[src/rtl/uart_mmio.sv]
// uart_mmio - memory-mapped UART responder for the MEM-stage data bus.
//
// Register window (word aligned, addr[1:0] ignored):
//   0x4000_0018 TXD  W : wdata[7:0] starts a frame when TX is idle, else dropped
//   0x4000_001C RXD  R : {24'b0, rx_byte}; a read clears RXFULL
//   0x4000_0020 CON RW : [0] TXIE  [1] RXIE  [2] RXFULL  [3] TXDONE
//                        [4] TXBUSY  [5] OVERRUN  [6] PERR (parity build only)
//
// Ports:
//   clk       core clock, rising edge
//   reset_b   synchronous reset, active high
//   addr      byte address from the MEM stage
//   wdata     store data
//   MemRead   load strobe (one cycle per access)
//   MemWrite  store strobe (one cycle per access); wins if both strobes are high
//   rdata     combinational load data, 0 outside the window
//   irq       registered level interrupt request
//   uart_rx   asynchronous serial input, idle high
//   uart_tx   registered serial output, idle high
//
// Build option: define UART_PARITY_EN for 8E1 frames (even parity bit after
// data bit 7, checked on receive, CON bit6 = PERR). Default build is 8N1.
//
// Bus handshake: an access is a single-cycle strobe with no ready/stall; the
// block always accepts, and load data is valid in the same cycle as MemRead.

module uart_mmio #(
    parameter int unsigned CLKS_PER_BIT = 868
) (
    input  logic        clk,
    input  logic        reset_b,
    input  logic [31:0] addr,
    input  logic [31:0] wdata,
    input  logic        MemRead,
    input  logic        MemWrite,
    output logic [31:0] rdata,
    output logic        irq,
    input  logic        uart_rx,
    output logic        uart_tx
);

    localparam int unsigned   CW        = $clog2(CLKS_PER_BIT);
    localparam logic [CW-1:0] BIT_LAST  = CW'(CLKS_PER_BIT - 1);
    localparam logic [CW-1:0] HALF_LAST = CW'(CLKS_PER_BIT / 2 - 1);
    localparam logic [CW-1:0] CNT_ONE   = CW'(1);

    localparam logic [2:0] ST_IDLE   = 3'd0;
    localparam logic [2:0] ST_START  = 3'd1;
    localparam logic [2:0] ST_DATA   = 3'd2;
    localparam logic [2:0] ST_STOP   = 3'd4;
`ifdef UART_PARITY_EN
    localparam logic [2:0] ST_PARITY = 3'd3;
`endif

    // ---------------- bus decode ----------------
    logic sel_txd, sel_rxd, sel_con;
    logic txd_wr, con_wr, rxd_rd, con_rd;

    assign sel_txd = (addr[31:2] == 30'h1000_0006);
    assign sel_rxd = (addr[31:2] == 30'h1000_0007);
    assign sel_con = (addr[31:2] == 30'h1000_0008);
    assign txd_wr  = MemWrite & sel_txd;
    assign con_wr  = MemWrite & sel_con;
    // A simultaneous write suppresses read side effects.
    assign rxd_rd  = MemRead & ~MemWrite & sel_rxd;
    assign con_rd  = MemRead & ~MemWrite & sel_con;

    logic unused_bits;
    assign unused_bits = ^{addr[1:0], wdata[31:8]};

    // ---------------- state ----------------
    logic [2:0]    tx_state_q, tx_state_d;
    logic [CW-1:0] tx_cnt_q, tx_cnt_d;
    logic [2:0]    tx_idx_q, tx_idx_d;
    logic [7:0]    tx_shift_q, tx_shift_d;
    logic          tx_q, tx_line;
    logic          tx_done_set;

    logic          sync1_q, sync2_q;
    logic [2:0]    rx_state_q, rx_state_d;
    logic [CW-1:0] rx_cnt_q, rx_cnt_d;
    logic [2:0]    rx_idx_q, rx_idx_d;
    logic [7:0]    rx_shift_q, rx_shift_d;
    logic [7:0]    rx_byte_q, rx_byte_d;
    logic          rx_load, rx_perr_set;

    logic txie_q, txie_d, rxie_q, rxie_d;
    logic rxfull_q, rxfull_d, txdone_q, txdone_d, overrun_q, overrun_d;
    logic irq_q, irq_d;
    logic perr_bit;

`ifdef UART_PARITY_EN
    logic tx_par_q, tx_par_d;
    logic rx_par_q, rx_par_d;
    logic perr_q, perr_d;
`endif

    // ---------------- TX FSM ----------------
    always_comb begin
        tx_state_d  = tx_state_q;
        tx_cnt_d    = tx_cnt_q;
        tx_idx_d    = tx_idx_q;
        tx_shift_d  = tx_shift_q;
        tx_done_set = 1'b0;
`ifdef UART_PARITY_EN
        tx_par_d    = tx_par_q;
`endif
        case (tx_state_q)
            ST_IDLE: begin
                if (txd_wr) begin
                    tx_state_d = ST_START;
                    tx_cnt_d   = '0;
                    tx_shift_d = wdata[7:0];
`ifdef UART_PARITY_EN
                    tx_par_d   = ^wdata[7:0];
`endif
                end
            end
            ST_START: begin
                if (tx_cnt_q == BIT_LAST) begin
                    tx_cnt_d   = '0;
                    tx_idx_d   = 3'd0;
                    tx_state_d = ST_DATA;
                end else begin
                    tx_cnt_d = tx_cnt_q + CNT_ONE;
                end
            end
            ST_DATA: begin
                if (tx_cnt_q == BIT_LAST) begin
                    tx_cnt_d = '0;
                    if (tx_idx_q == 3'd7) begin
`ifdef UART_PARITY_EN
                        tx_state_d = ST_PARITY;
`else
                        tx_state_d = ST_STOP;
`endif
                    end else begin
                        tx_idx_d   = tx_idx_q + 3'd1;
                        tx_shift_d = {1'b0, tx_shift_q[7:1]};
                    end
                end else begin
                    tx_cnt_d = tx_cnt_q + CNT_ONE;
                end
            end
`ifdef UART_PARITY_EN
            ST_PARITY: begin
                if (tx_cnt_q == BIT_LAST) begin
                    tx_cnt_d   = '0;
                    tx_state_d = ST_STOP;
                end else begin
                    tx_cnt_d = tx_cnt_q + CNT_ONE;
                end
            end
`endif
            ST_STOP: begin
                if (tx_cnt_q == BIT_LAST) begin
                    tx_cnt_d    = '0;
                    tx_state_d  = ST_IDLE;
                    tx_done_set = 1'b1;
                end else begin
                    tx_cnt_d = tx_cnt_q + CNT_ONE;
                end
            end
            default: tx_state_d = ST_IDLE;
        endcase
    end

    // Line level for the current state; registered so uart_tx is glitch-free
    // and trails the state by one cycle.
    always_comb begin
        tx_line = 1'b1;
        case (tx_state_q)
            ST_START:  tx_line = 1'b0;
            ST_DATA:   tx_line = tx_shift_q[0];
`ifdef UART_PARITY_EN
            ST_PARITY: tx_line = tx_par_q;
`endif
            default:   tx_line = 1'b1;
        endcase
    end

    // ---------------- RX FSM ----------------
    always_comb begin
        rx_state_d  = rx_state_q;
        rx_cnt_d    = rx_cnt_q;
        rx_idx_d    = rx_idx_q;
        rx_shift_d  = rx_shift_q;
        rx_load     = 1'b0;
        rx_perr_set = 1'b0;
`ifdef UART_PARITY_EN
        rx_par_d    = rx_par_q;
`endif
        case (rx_state_q)
            ST_IDLE: begin
                if (!sync2_q) begin
                    rx_state_d = ST_START;
                    rx_cnt_d   = '0;
                end
            end
            ST_START: begin
                // Mid-bit re-check rejects glitches shorter than half a bit.
                if (rx_cnt_q == HALF_LAST) begin
                    rx_cnt_d = '0;
                    rx_idx_d = 3'd0;
                    rx_state_d = sync2_q ? ST_IDLE : ST_DATA;
                end else begin
                    rx_cnt_d = rx_cnt_q + CNT_ONE;
                end
            end
            ST_DATA: begin
                if (rx_cnt_q == BIT_LAST) begin
                    rx_cnt_d   = '0;
                    rx_shift_d = {sync2_q, rx_shift_q[7:1]};
                    if (rx_idx_q == 3'd7) begin
`ifdef UART_PARITY_EN
                        rx_state_d = ST_PARITY;
`else
                        rx_state_d = ST_STOP;
`endif
                    end else begin
                        rx_idx_d = rx_idx_q + 3'd1;
                    end
                end else begin
                    rx_cnt_d = rx_cnt_q + CNT_ONE;
                end
            end
`ifdef UART_PARITY_EN
            ST_PARITY: begin
                if (rx_cnt_q == BIT_LAST) begin
                    rx_cnt_d   = '0;
                    rx_par_d   = sync2_q;
                    rx_state_d = ST_STOP;
                end else begin
                    rx_cnt_d = rx_cnt_q + CNT_ONE;
                end
            end
`endif
            ST_STOP: begin
                if (rx_cnt_q == BIT_LAST) begin
                    rx_cnt_d   = '0;
                    rx_state_d = ST_IDLE;
                    if (sync2_q) begin
`ifdef UART_PARITY_EN
                        if ((^rx_shift_q) == rx_par_q) rx_load = 1'b1;
                        else                           rx_perr_set = 1'b1;
`else
                        rx_load = 1'b1;
`endif
                    end
                end else begin
                    rx_cnt_d = rx_cnt_q + CNT_ONE;
                end
            end
            default: rx_state_d = ST_IDLE;
        endcase
    end

    // ---------------- flags ----------------
    // Set events win over same-cycle read clears.
    always_comb begin
        txie_d    = con_wr ? wdata[0] : txie_q;
        rxie_d    = con_wr ? wdata[1] : rxie_q;
        rx_byte_d = rx_load ? rx_shift_q : rx_byte_q;
        rxfull_d  = rx_load ? 1'b1 : (rxd_rd ? 1'b0 : rxfull_q);
        // A byte read in the same cycle as a new arrival is not an overrun.
        overrun_d = (rx_load & rxfull_q & ~rxd_rd) ? 1'b1 :
                    (con_rd ? 1'b0 : overrun_q);
        txdone_d  = tx_done_set ? 1'b1 : (con_rd ? 1'b0 : txdone_q);
        irq_d     = (txie_d & txdone_d) | (rxie_d & rxfull_d);
`ifdef UART_PARITY_EN
        perr_d    = rx_perr_set ? 1'b1 : (con_rd ? 1'b0 : perr_q);
`endif
    end

`ifdef UART_PARITY_EN
    assign perr_bit = perr_q;
`else
    assign perr_bit = 1'b0 & rx_perr_set;
`endif

    always_comb begin
        rdata = 32'h0;
        if (sel_rxd) rdata = {24'h0, rx_byte_q};
        else if (sel_con)
            rdata = {25'h0, perr_bit, overrun_q, (tx_state_q != ST_IDLE),
                     txdone_q, rxfull_q, rxie_q, txie_q};
    end

    assign irq     = irq_q;
    assign uart_tx = tx_q;

    // ---------------- registers ----------------
    always_ff @(posedge clk) begin
        if (reset_b) begin
            tx_state_q <= ST_IDLE;
            tx_cnt_q   <= '0;
            tx_idx_q   <= 3'd0;
            tx_shift_q <= 8'h0;
            tx_q       <= 1'b1;
            sync1_q    <= 1'b1;
            sync2_q    <= 1'b1;
            rx_state_q <= ST_IDLE;
            rx_cnt_q   <= '0;
            rx_idx_q   <= 3'd0;
            rx_shift_q <= 8'h0;
            rx_byte_q  <= 8'h0;
            txie_q     <= 1'b0;
            rxie_q     <= 1'b0;
            rxfull_q   <= 1'b0;
            txdone_q   <= 1'b0;
            overrun_q  <= 1'b0;
            irq_q      <= 1'b0;
`ifdef UART_PARITY_EN
            tx_par_q   <= 1'b0;
            rx_par_q   <= 1'b0;
            perr_q     <= 1'b0;
`endif
        end else begin
            tx_state_q <= tx_state_d;
            tx_cnt_q   <= tx_cnt_d;
            tx_idx_q   <= tx_idx_d;
            tx_shift_q <= tx_shift_d;
            tx_q       <= tx_line;
            sync1_q    <= uart_rx;
            sync2_q    <= sync1_q;
            rx_state_q <= rx_state_d;
            rx_cnt_q   <= rx_cnt_d;
            rx_idx_q   <= rx_idx_d;
            rx_shift_q <= rx_shift_d;
            rx_byte_q  <= rx_byte_d;
            txie_q     <= txie_d;
            rxie_q     <= rxie_d;
            rxfull_q   <= rxfull_d;
            txdone_q   <= txdone_d;
            overrun_q  <= overrun_d;
            irq_q      <= irq_d;
`ifdef UART_PARITY_EN
            tx_par_q   <= tx_par_d;
            rx_par_q   <= rx_par_d;
            perr_q     <= perr_d;
`endif
        end
    end

endmodule
[config.mk]
export PLATFORM = sky130hd
export DESIGN_NAME = uart_mmio
export DESIGN_NICKNAME = d
export VERILOG_FILES = /design/src/rtl/uart_mmio.sv
export SDC_FILE = /design/constraint.sdc
export NUM_CORES = 1
export LEC_CHECK = 0
export ABC_AREA = 1
export BUFFER_PORTS_ARGS = -buffer_cell sky130_fd_sc_hd__buf_4
export CAP_MARGIN = 25
export CORE_MARGIN = 5
export CORE_UTILIZATION = 40
export CTS_CLUSTER_SIZE = 20
export DETAILED_ROUTE_END_ITERATION = 16
export GPL_TIMING_DRIVEN = 1
export HOLD_SLACK_MARGIN = 0.05
export SYNTH_ARGS = -nofsm -noshare
export SYNTH_HDL_FRONTEND = slang
export SYNTH_SLANG_ARGS = --single-unit
[constraint.sdc]
create_clock -name clk -period 2 [get_ports clk]
set_input_delay 0.1 -clock clk [delete_from_list [all_inputs] [get_ports clk]]
set_output_delay 0.1 -clock clk [all_outputs]
set_load 0.01 [all_outputs]
==> results of run 1 <==
[power by group through the flow]
stage          registers (uW)  clock network (uW)  logic [uW]
6_report                 1390                1250         676
5_1_grt                  1400                1340         776
4_1_cts                  1390                1280         682
3_5_place_dp             1420                   0         676
3_3_place_gp             1420                   0         661
2_1_floorplan            1420                   0         534
[critical path: stages, from the launching register on]
cell                      delay (ns)
sky130_fd_sc_hd__dfxtp_1        0.41
sky130_fd_sc_hd__ha_1           0.20
sky130_fd_sc_hd__nand3_1        0.08
sky130_fd_sc_hd__nor3_1         0.27
sky130_fd_sc_hd__nand2_2        0.18
sky130_fd_sc_hd__nand2_1        0.11
sky130_fd_sc_hd__nand2_2        0.10
sky130_fd_sc_hd__o21ai_4        0.25
sky130_fd_sc_hd__inv_2          0.04
sky130_fd_sc_hd__nand2_1        0.05
sky130_fd_sc_hd__inv_1          0.03
[final cells by class]
class                           count  area, sq um
Tap cell                          108        135.1
Inverter                           66        247.7
Clock inverter                      5        78.83
Fill cell                         864         4457
Clock buffer                       11        141.4
Multi-Input combinational cell    390         1892
Sequential cell                    65         1301
Timing Repair Buffer               62        467.9
[state kept, by name (all words and copies together) (netlist names), 3 cells and up]
name / cells
tx_cnt_q: 10
tx_state_q: 3
rx_idx_q: 3
rx_shift_q: 8
rx_byte_q: 8
tx_idx_q: 3
tx_shift_q: 8
rx_state_q: 3
rx_cnt_q: 10
[through the flow]
| step | total power (uW) | hold slack (ns) | worst slack (ns) |
|---|---|---|---|
| after CTS | 3357 | 0.06996 | 0.1285 |
| after global routing | 3517 | 0.07112 | 0.01138 |
| after floorplan | 1958 | 0.2038 | 0.3908 |
| after global placement | 2083 | 0.2883 | 0.1579 |
| after detailed placement | 2100 | 0.2901 | 0.1382 |
| final | 3316 | 0.08238 | 0.1794 |
[layer usage]
metal	up-vias	global-route usage (%)	wire [um]
met2	54	26.56	4021
met4	0	4.749	109
met3	8	3.884	348
li1	1799	-	-
met5	-	0	0
met1	1546	17.03	3454
[cells in the mapped netlist (2+ instances only)]
master	instances
sky130_fd_sc_hd__o22ai_1	2
sky130_fd_sc_hd__nand3_4	2
sky130_fd_sc_hd__nor2_1	73
sky130_fd_sc_hd__inv_1	63
sky130_fd_sc_hd__nand3b_1	5
sky130_fd_sc_hd__ha_1	7
sky130_fd_sc_hd__nand3_1	34
sky130_fd_sc_hd__dfxtp_1	65
sky130_fd_sc_hd__o21ai_0	29
sky130_fd_sc_hd__nand2_1	120
sky130_fd_sc_hd__a21oi_1	47
sky130_fd_sc_hd__buf_4	26
sky130_fd_sc_hd__nor3_1	5
sky130_fd_sc_hd__nand4_1	13
sky130_fd_sc_hd__nand2_2	6
sky130_fd_sc_hd__or2_2	3
sky130_fd_sc_hd__inv_2	3
sky130_fd_sc_hd__clkbuf_1	5
sky130_fd_sc_hd__nor3_4	2
[worst paths after layout]
check                    from  cells after the start             to
hold / removal       wdata[6]                      5  tx_shift_q[6]
setup reg to reg  rx_cnt_q[0]                     10    rx_cnt_q[4]
setup / recovery  rx_cnt_q[0]                     10    rx_cnt_q[4]
hold reg to reg       sync1_q                      1        sync2_q
[kinds of logic (layout without fill, tap and decap cells)]
family | count (synthesis) | in the layout
flops | 65 | 65
compound gates | 88 | 88
xor+xnor | 2 | 2
fa+ha+maj | 7 | 7
buf+inv | 100 | 144
other cells | 1 | 24
simple gates | 269 | 269
[repair_timing]
item                                    4_1_cts  5_1_grt
gates resized for setup                       0        1
hold buffers                                  1        0
buffers inserted                              0        2
endpoints found under the hold margin         1        0
endpoints found under the setup margin        0        2
==> results.md, run 1 <==
- Leaving out fill and tap cells, the most frequent cell in the layout is sky130_fd_sc_hd__nand2_1.
- The number of enable flip-flop cells after synthesis is 0.
- In this run the clock root is driven by a sky130_fd_sc_hd__clkbuf_8.
- The first-pass GRT wire length is 13770 um.
- The final count of negative-setup-slack endpoints is 0.
- The width of the die is 104.7 um.
- After detailed routing, the total wire length is 7933 um.
- The number of global-route vias before repair is 3211.
- The number of hold violations in the final report is 0.
- The die is 104.7 um tall.
- The tightest min-delay check is of the primary input to register type.
- Across all register-to-register paths, the minimum setup slack is 0.18 ns.
- The H-tree depth is 3.
- In the synthesized netlist the dominant register cell turns out to be sky130_fd_sc_hd__dfxtp_1.
- The number of unique standard cell types used by synthesis is 41.
- The top-area cell type share of the netlist area is 36.29%.
- The average vias per placed instance is 4.819.
- The row count is 34.
- The proportion of synthesized area in mux cells is 0%.
- The boundary pin count is 103.
- Counting flops and latches in the post-synthesis netlist gives 65.
- The worst path required time is 2.25 ns.
- For this design the static power due to leakage is 0.001891 uW.
- The power share of the combinational group is 20.4%.
- For this run, the number of Yosys warnings is 0.
- For this design the total switching power over the nets is 987.8 uW.
- By area the synthesized netlist is led by sky130_fd_sc_hd__dfxtp_1, sky130_fd_sc_hd__nand2_1, sky130_fd_sc_hd__nor2_1.
- After clock tree synthesis, the clock-pin slew on the worst setup and hold paths is 0.07 ns.
- Across the run, the number of max-cap violations was 0.
- The area growth from synthesis to layout is 18.91%.
- The antenna diode count is 0.
- The switching portion of total power is 29.79%.
- Detailed routing inserted a total of 3407 vias.
- Of the available clock period, the critical path in the final layout requires 91.03%.
- The average footprint of a synthesized cell is 6.740 sq um.
- The critical path capture point type is a register.
- The biggest fanout along the worst timing path is 7.
- The compound-cell area share of the yosys netlist is 13.40%.
- Summing all non-filler instances in the final layout gives an area of 4264 sq um.
- The library cell occupying the most area in the post-synthesis netlist is sky130_fd_sc_hd__dfxtp_1.
- The instance area at placement is 4016 sq um.
- The number of buffers added by the clock tree synthesis step is 9.
- The clock drives 65 sinks.
- The kind of critical path is register to register.
- The number of buffers on the longest clock path is 2.
- The post-synthesis adder-cell area fraction is 2.442%.
- The clock latency of the later-clocked register in the worst-skew pair is 0.34 ns.
- The power density over cell area is 777.6 nW/um^2.
- The CTS tree is built.
- The initial antenna violation count is 0.
- For this run, design rule violations remaining after detail routing come to 0.
- The first routing iteration left 131 violations.
- The sequential element share of the synthesized area is 36.29%.
- The post-route netlist has 16.53% of its cells at a drive strength greater than 1.
- The pin count of the biggest net entering global routing is 32.
- Timing would allow up to 549.3 MHz.
- The fraction of the mapped netlist area in simple logic gates is 33.85%.
- IR analysis of the VDD net gives a maximum drop of 0.0004035 V.
- The run finished with clean final reports.
- The core outline area is 8721 sq um.
- The congestion estimate from routability-driven global placement came to 0.8296.
- The critical path arrival is 2.07 ns.
- The remaining antenna violation count is 0.
- The first TritonRoute pass finished after 4 iterations.
- The total number of nets in the final design is 670.
- The overall overflow remaining after global route is 0.
- In the final routed layout, each cell accounts on average for 11.22 um.
- Detailed placement ended at an HPWL of 6032 um.
- The gate count after technology mapping is 532.
- The combined global-route utilization of all metal layers is 14.78%.
- For this run, asynchronously set or reset flops after synthesis account for 0%.
- The total die area is 10960 sq um.
- Setup repair after global routing left no endpoint under its margin.
- The share of total power dissipated in the clock network is 37.6%.
- In this run, placement finished with an instance count of 688.
- The share of power burned in registers is 42.1%.
- For the finished layout, the period the worst path requires is 1.821 ns.
- The xor/xnor share of the synthesized area is 0.4885%.
- The internal portion of the total power is 2328 uW.
- Cells fill 48.90% of the core in the end.
- The synthesized area is 3586 sq um.
- The setup clock skew after layout is 0.01235 ns.
- Adding up every negative setup slack in the final design gives 0 ns.
- The main combinational cell family by area after synthesis is simple AND/OR/NAND/NOR gates.
- The nature of the critical path startpoint is a register.
- In the layout the commonest cells are sky130_fd_sc_hd__nand2_1, sky130_fd_sc_hd__nor2_1, sky130_fd_sc_hd__dfxtp_1.
- The initial utilization of the core area, before any placement, comes to 41.12%.
- The number of slew-limit violations in the final report is 0.
- The number of port buffers is 52.
- The count of non-filler cells in the finished layout is 707.
(Power assumes the default switching activity.)
==> run 2, diff against run 1 <==
CTS_BUF_LIST = sky130_fd_sc_hd__clkbuf_8   (was default)
SETUP_SLACK_MARGIN = 0.02   (was default)
==> results.md, run 2 (same netlist as run 1, synthesis figures left out) <==
- The flow ran to the end, and the final reports show no timing, DRC or antenna violations.
- The overall overflow remaining after global route is 0 (unchanged).
- The total number of clock tree sinks is 65 (unchanged).
- The total wire length came to 7932 um (about the same).
- The number of hold violations in the final report is 0 (unchanged).
- The detailed-routed wire length on met2 is 4080 um (+1.5%).
- The sum of net half-perimeters after detailed placement is 6032 um (unchanged).
- In the layout the commonest cells are sky130_fd_sc_hd__nand2_1, sky130_fd_sc_hd__nor2_1, sky130_fd_sc_hd__dfxtp_1.
- The core outline area is 8721 sq um (unchanged).
- The post-detailed-route DRC marker count is 0 (unchanged).
- The number of global-route vias before repair was 3211 (unchanged).
- The library cell used most frequently in the layout, excluding fill and tap cells, is sky130_fd_sc_hd__nand2_1.
- The number of buffers added by the clock tree synthesis step was 9 (unchanged).
- The sum of internal, switching and leakage power is 3305 uW (-0.32%).
- TritonCTS built the clock tree.
- The cell total after placement came to 688 (unchanged).
- The boundary pin count is 103 (unchanged).
- The slowest stage of the critical path is the sky130_fd_sc_hd__dfxtp_1 cell.
- The portion of the clock cycle consumed by the worst path in the final layout is 91.16% (+0.13 points).
- The root buffer cell is sky130_fd_sc_hd__clkbuf_8.
- The met1 wire length is 3449 um (-0.14%).
- In the final layout, the registers with the most flip-flops are rx_cnt_q: 10 flops, tx_cnt_q: 10 flops.
- Walking the worst path, the cells encountered are ha_1 > nand3_1 > nor3_1 > nand2_2 > nand2_1 > nand2_2 > o21ai_4 > inv_2 > nand2_1 > inv_1.
- The count of non-filler cells in the finished layout was 707 (unchanged).
- The clock-pin slew on the worst setup and hold paths came to 0.08 ns (about the same).
- The final critical-path required period is 1.823 ns (+0.002541 ns).
- The fmax was 548.5 MHz (-0.14%).
- The final count of negative-setup-slack endpoints is 0 (unchanged).
- The total of max-cap violations is 0 (unchanged).
- The die height is 104.7 um (unchanged).
- The final estimated routing congestion in global placement came to 0.8296 (unchanged).
- The power density over cell area came to 774.4 nW/um^2 (-0.41%).
- The share of post-route cells with drive strength above 1 was 16.69% (+0.17 points).
- The total number of nets in the final design is 670 (unchanged).
- The setup total negative slack was 0 ns (unchanged).
- STA classifies the critical path startpoint as a register.
- The tightest min-delay check is of the primary input to register type.
- The highest signal layer in the routed design is met4.
- The via count is 3399 (-0.23%).
- The worst setup path is of the register to register kind.
- The H-tree depth came to 3 (unchanged).
- The width of the die is 104.7 um (unchanged).
- The remaining antenna violation count is 0 (unchanged).
- Broken down by cell family, the worst path's largest delay share belongs to simple AND/OR/NAND/NOR gates.
- The worst setup path is captured at a register.
- The DRC violation total after the first TritonRoute iteration came to 133 (+1.5%).
- The number of slew-limit violations in the final report came to 0 (unchanged).
- The average vias per placed instance is 4.808 (-0.23%).
- The growth of design area from synthesis to finish came to 19.02% (about the same).
- The number of search-and-repair iterations in the first detailed-routing pass was 4 (unchanged).
- The combined global-route utilization of all metal layers is 14.78% (unchanged).
- The antenna diode count is 0 (unchanged).
- The number of fillers in the final layout is 865 (+0.12%).
- The number of port buffers is 52 (unchanged).
- The buffers plus inverters on the worst setup path is 2 (unchanged).
- The row count is 34 (unchanged).
- The length of routed met3 wiring is 362 um (+4.0%).
- The clock latency of the later-clocked register in the worst-skew pair was 0.33 ns (about the same).
- The biggest fanout along the worst timing path is 7 (unchanged).
- The average routed wire per standard cell is 11.22 um (about the same).
- The setup clock skew after layout is 0.01174 ns (-0.0006170 ns).
- The critical path arrival came to 2.07 ns (about the same).
- The number of buffers on the longest clock path is 2 (unchanged).
- The highest cell delay on the worst timing path is 0.42 ns (about the same).
- The static leakage power came to 0.001895 uW (+0.21%).
- The first-pass GRT wire length came to 13770 um (unchanged).
- Setup repair after global routing left no endpoint under its margin.
- The initial core utilization came to 41.12% (unchanged).
- The initial antenna violation count is 0 (unchanged).
- The total die area is 10960 sq um (unchanged).
- The maximum VDD drop is 0.0004031 V (about the same).
- The pin count of the biggest net entering global routing is 32 (unchanged).
- The worst path required time is 2.24 ns (about the same).
## run 2: cell count changes in the layout (fill, tap and decap cells not counted)
| cell | change |
|---|---|
| sky130_fd_sc_hd__clkbuf_1 | -1 |
| sky130_fd_sc_hd__inv_1 | +1 |
| sky130_fd_sc_hd__a21oi_2 | +1 |
| sky130_fd_sc_hd__a21oi_1 | -1 |
## run 2: worst paths after layout
kind                     from           to  slack [ns]  cells past startpoint
setup / recovery  rx_cnt_q[0]  rx_cnt_q[4]        0.18                     10
hold / removal       wdata[0]       txie_q        0.09                      3
hold reg to reg       sync1_q      sync2_q        0.41                      1
setup reg to reg  rx_cnt_q[0]  rx_cnt_q[4]        0.18                     10
## run 2: report_power, final
part | switching (uW) | internal, uW | total [uW]
clock network | 504 | 729 | 1230
registers | 31.6 | 1360 | 1400
logic | 447 | 230 | 677
total | 982 | 2320 | 3310
## run 2: cell type report
| cell class | instances | area [sq um] | share of cell area [%] |
|---|---|---|---|
| clock buffers | 10 | 137.6 | 3.225 |
| clock inverters | 6 | 82.58 | 1.935 |
| inverters | 66 | 247.7 | 5.805 |
| multi-input cells | 390 | 1896 | 44.42 |
| flip-flops and latches | 65 | 1301 | 30.49 |
| well taps | 108 | 135.1 | 3.166 |
| repair buffers | 62 | 467.9 | 10.96 |
## run 2: worst register-to-register path: cells and delay by family, from the launching register on
family                   cells  cell delay (ns)
AO/OA/AOI/OAI                1             0.25
adder cells (fa/ha/maj)      1             0.20
flip-flops                   1             0.42
AND/OR/NAND/NOR              6             0.79
buffers and inverters        2             0.07
## run 2: timing repair
item | 4_1_cts | 5_1_grt
hold buffers | 1 | 0
endpoints found under the hold margin | 1 | 0
resized for setup | 0 | 2
setup endpoints to repair | 0 | 8
setup buffers | 0 | 2
## run 2: routing by layer
layer  up-vias  global-route usage, %
met4         0                  4.749
met3         2                  3.884
met2        58                  26.56
met5         -                      0
li1       1796                      -
met1      1543                  17.03
## run 2: stage by stage
stage	hold slack (ns)	area [sq um]	setup slack, ns	utilization, %
2_1_floorplan	0.2038	3672	0.3908	-
3_3_place_gp	0.2883	4016	0.1579	46.05
3_5_place_dp	0.2901	4016	0.1382	46.05
4_1_cts	0.06996	4247	0.1284	48.69
5_1_grt	0.07112	4268	0.02849	48.94
6_report	0.09400	4268	0.1769	48.94
==> run 3, diff against run 2 <==
PLACE_DENSITY_LB_ADDON = 0.3   (was default)
==> results.md, run 3 (same netlist as run 1, synthesis figures left out) <==
- The clock-pin slew on the worst setup and hold paths is 0.08 ns (about the same).
- The core outline area came to 8721 sq um (unchanged).
- The biggest fanout along the worst timing path is 10 (+3).
- The row count was 34 (unchanged).
- The final count of negative-setup-slack endpoints is 0 (unchanged).
- The initial antenna violation count was 0 (unchanged).
- The combined global-route utilization of all metal layers came to 14.31% (-0.47 points).
- The portion of the clock cycle consumed by the worst path in the final layout was 89.88% (-1.3 points).
- The highest cell delay on the worst timing path is 0.42 ns (about the same).
- The final estimated routing congestion in global placement is 0.8167 (-1.6%).
- The total of max-cap violations is 0 (unchanged).
- The transition at the pin with the smallest max-transition slack is 0.5565 ns.
- The fmax is 556.3 MHz (+1.4%).
- The width of the die came to 104.7 um (unchanged).
- The worst-case register-to-register setup slack came to 0.20 ns (+0.03 ns).
- The via count is 3416 (+0.50%).
- The first-pass GRT wire length was 13370 um (-2.9%).
- The clock latency of the later-clocked register in the worst-skew pair is 0.35 ns (+0.02 ns).
- The worst setup path is captured at a register.
- The number of global-route vias before repair came to 3168 (-1.3%).
- The minimum setup slack in the final design is 0.2024 ns (+0.02550 ns).
- The total number of clock tree sinks came to 65 (unchanged).
- In this run the tightest slew margin relative to its limit is 62.86%.
- The final critical-path required period is 1.798 ns (-0.02550 ns).
- The number of search-and-repair iterations in the first detailed-routing pass is 4 (unchanged).
- The static leakage power was 0.001868 uW (-1.4%).
- The critical path arrival is 2.09 ns (+0.02 ns).
- The number of buffers added by the clock tree synthesis step is 9 (unchanged).
- The setup total negative slack came to 0 ns (unchanged).
- The post-detailed-route DRC marker count is 0 (unchanged).
- The run finished with clean final reports.
- The average routed wire per standard cell is 11.13 um (-0.76%).
- The boundary pin count is 103 (unchanged).
- The critical path goes through ha_1 > nand3_1 > nor3_2 > nand2_2 > nor3_4 > buf_12 > inv_1 > nand2_1 > nand3_1 > nand2_1.
- The CTS tree is built.
- The worst setup path is launched from a register.
- The remaining antenna violation count is 0 (unchanged).
- The number of port buffers came to 52 (unchanged).
- The overall overflow remaining after global route is 0 (unchanged).
- The largest registers in the layout are rx_cnt_q: 10 flops, tx_cnt_q: 10 flops.
- The total number of nets in the final design is 670 (unchanged).
- The sequential cell area is 1301 sq um (unchanged).
- The setup clock skew after layout is 0.01027 ns (-0.001469 ns).
- The critical path's slowest cell is sky130_fd_sc_hd__dfxtp_1.
- The number of fillers in the final layout was 869 (+0.46%).
- The number of hold violations in the final report is 0 (unchanged).
- The worst path required time is 2.29 ns (+0.05 ns).
- The antenna diode count was 0 (unchanged).
- The kind of critical path is register to register.
- The area taken by multi-input logic gates is 1897 sq um (about the same).
- The total die area came to 10960 sq um (unchanged).
- The most common cell after layout, fill and taps aside is sky130_fd_sc_hd__nand2_1.
- Setup repair after global routing left no endpoint under its margin.
- The sum of net half-perimeters after detailed placement came to 5976 um (-0.93%).
- The root buffer cell is sky130_fd_sc_hd__clkbuf_8.
- The maximum VDD drop is 0.0005628 V (+40%).
- The pin count of the biggest net entering global routing is 32 (unchanged).
- The DRC violation total after the first TritonRoute iteration is 114 (-14%).
- The number of slew-limit violations in the final report is 0 (unchanged).
- The worst setup slack after placement is 0.09273 ns (-0.04546 ns).
- The number of buffers on the longest clock path came to 2 (unchanged).
- The power density over cell area came to 733.1 nW/um^2 (-5.3%).
- The library cells used most frequently in the layout, excluding fill and tap cells, are sky130_fd_sc_hd__nand2_1, sky130_fd_sc_hd__nor2_1, sky130_fd_sc_hd__dfxtp_1.
- The growth of design area from synthesis to finish is 18.39%.
- The H-tree depth is 3 (unchanged).
- The total wire length is 7872 um (-0.76%).
- The class of the tightest hold or removal check is primary input to register.
- The average vias per placed instance is 4.832 (+0.50%).
- The worst hold margin was 0.07504 ns (-0.01896 ns).
- The die height is 104.7 um (unchanged).
- The initial core utilization is 41.12% (unchanged).
- The share of post-route cells with drive strength above 1 is 16.86% (+0.17 points).
## run 3: changes by cell type in the layout (fill, tap and decap cells not counted), moves of 2 or more
cell / before / now
sky130_fd_sc_hd__clkinvlp_4: 0 / 3
sky130_fd_sc_hd__inv_6: 0 / 3
sky130_fd_sc_hd__bufinv_16: 2 / 0
sky130_fd_sc_hd__clkinv_2: 2 / 0
## run 3: final cells by class
type / count / area share [%]
Inverter: 66 / 5.836
Sequential cell: 65 / 30.65
Multi-Input combinational cell: 390 / 44.68
Clock inverter: 7 / 1.415
Clock buffer: 9 / 2.918
Timing Repair Buffer: 62 / 11.32
Tap cell: 108 / 3.183
## run 3: per-stage QoR
step,cell area (sq um),util [%],std cells,total power (uW)
floorplan,3672,-,555,1958
global placement,4024,46.14,689,2076
detailed placement,4024,46.14,689,2100
CTS,4218,48.36,706,3150
global route,4245,48.68,707,3307
finish,4245,48.68,707,3112
## run 3: repair_timing
item                                    CTS  global route
endpoints found under the setup margin    0            24
hold endpoints to repair                  1             0
gates resized for setup                   0             2
setup buffers                             0             1
hold buffers                              1             0
## run 3: path summary, 6_finish.rpt
kind	cells after the start	endpoint	startpoint
min	5	tx_shift_q[6]	wdata[6]
max	10	irq	rx_cnt_q[0]
max reg2reg	10	irq	rx_cnt_q[0]
min reg2reg	1	sync2_q	sync1_q
## run 3: worst max-delay path: cells and delay by family, from the launching register on
kind / cells / cell delay (ns)
buf+inv: 2 / 0.19
flops: 1 / 0.42
simple gates: 7 / 0.91
fa+ha+maj: 1 / 0.22
## run 3: metal layers
| metal | up-vias | global-route usage [%] | part of all wire, % |
|---|---|---|---|
| met1 | 1549 | 15.65 | 41 |
| met3 | 8 | 3.637 | 4.8 |
| met4 | 0 | 5.388 | 1.2 |
| met2 | 61 | 26.43 | 53 |
| met5 | - | 0 | 0 |
| li1 | 1798 | - | - |
## run 3: power breakdown
group,internal [uW],total (uW),switching (uW)
Sequential,1360,1390,31.4
Clock,470,1040,573
Combinational,230,675,445
Total,2060,3110,1050
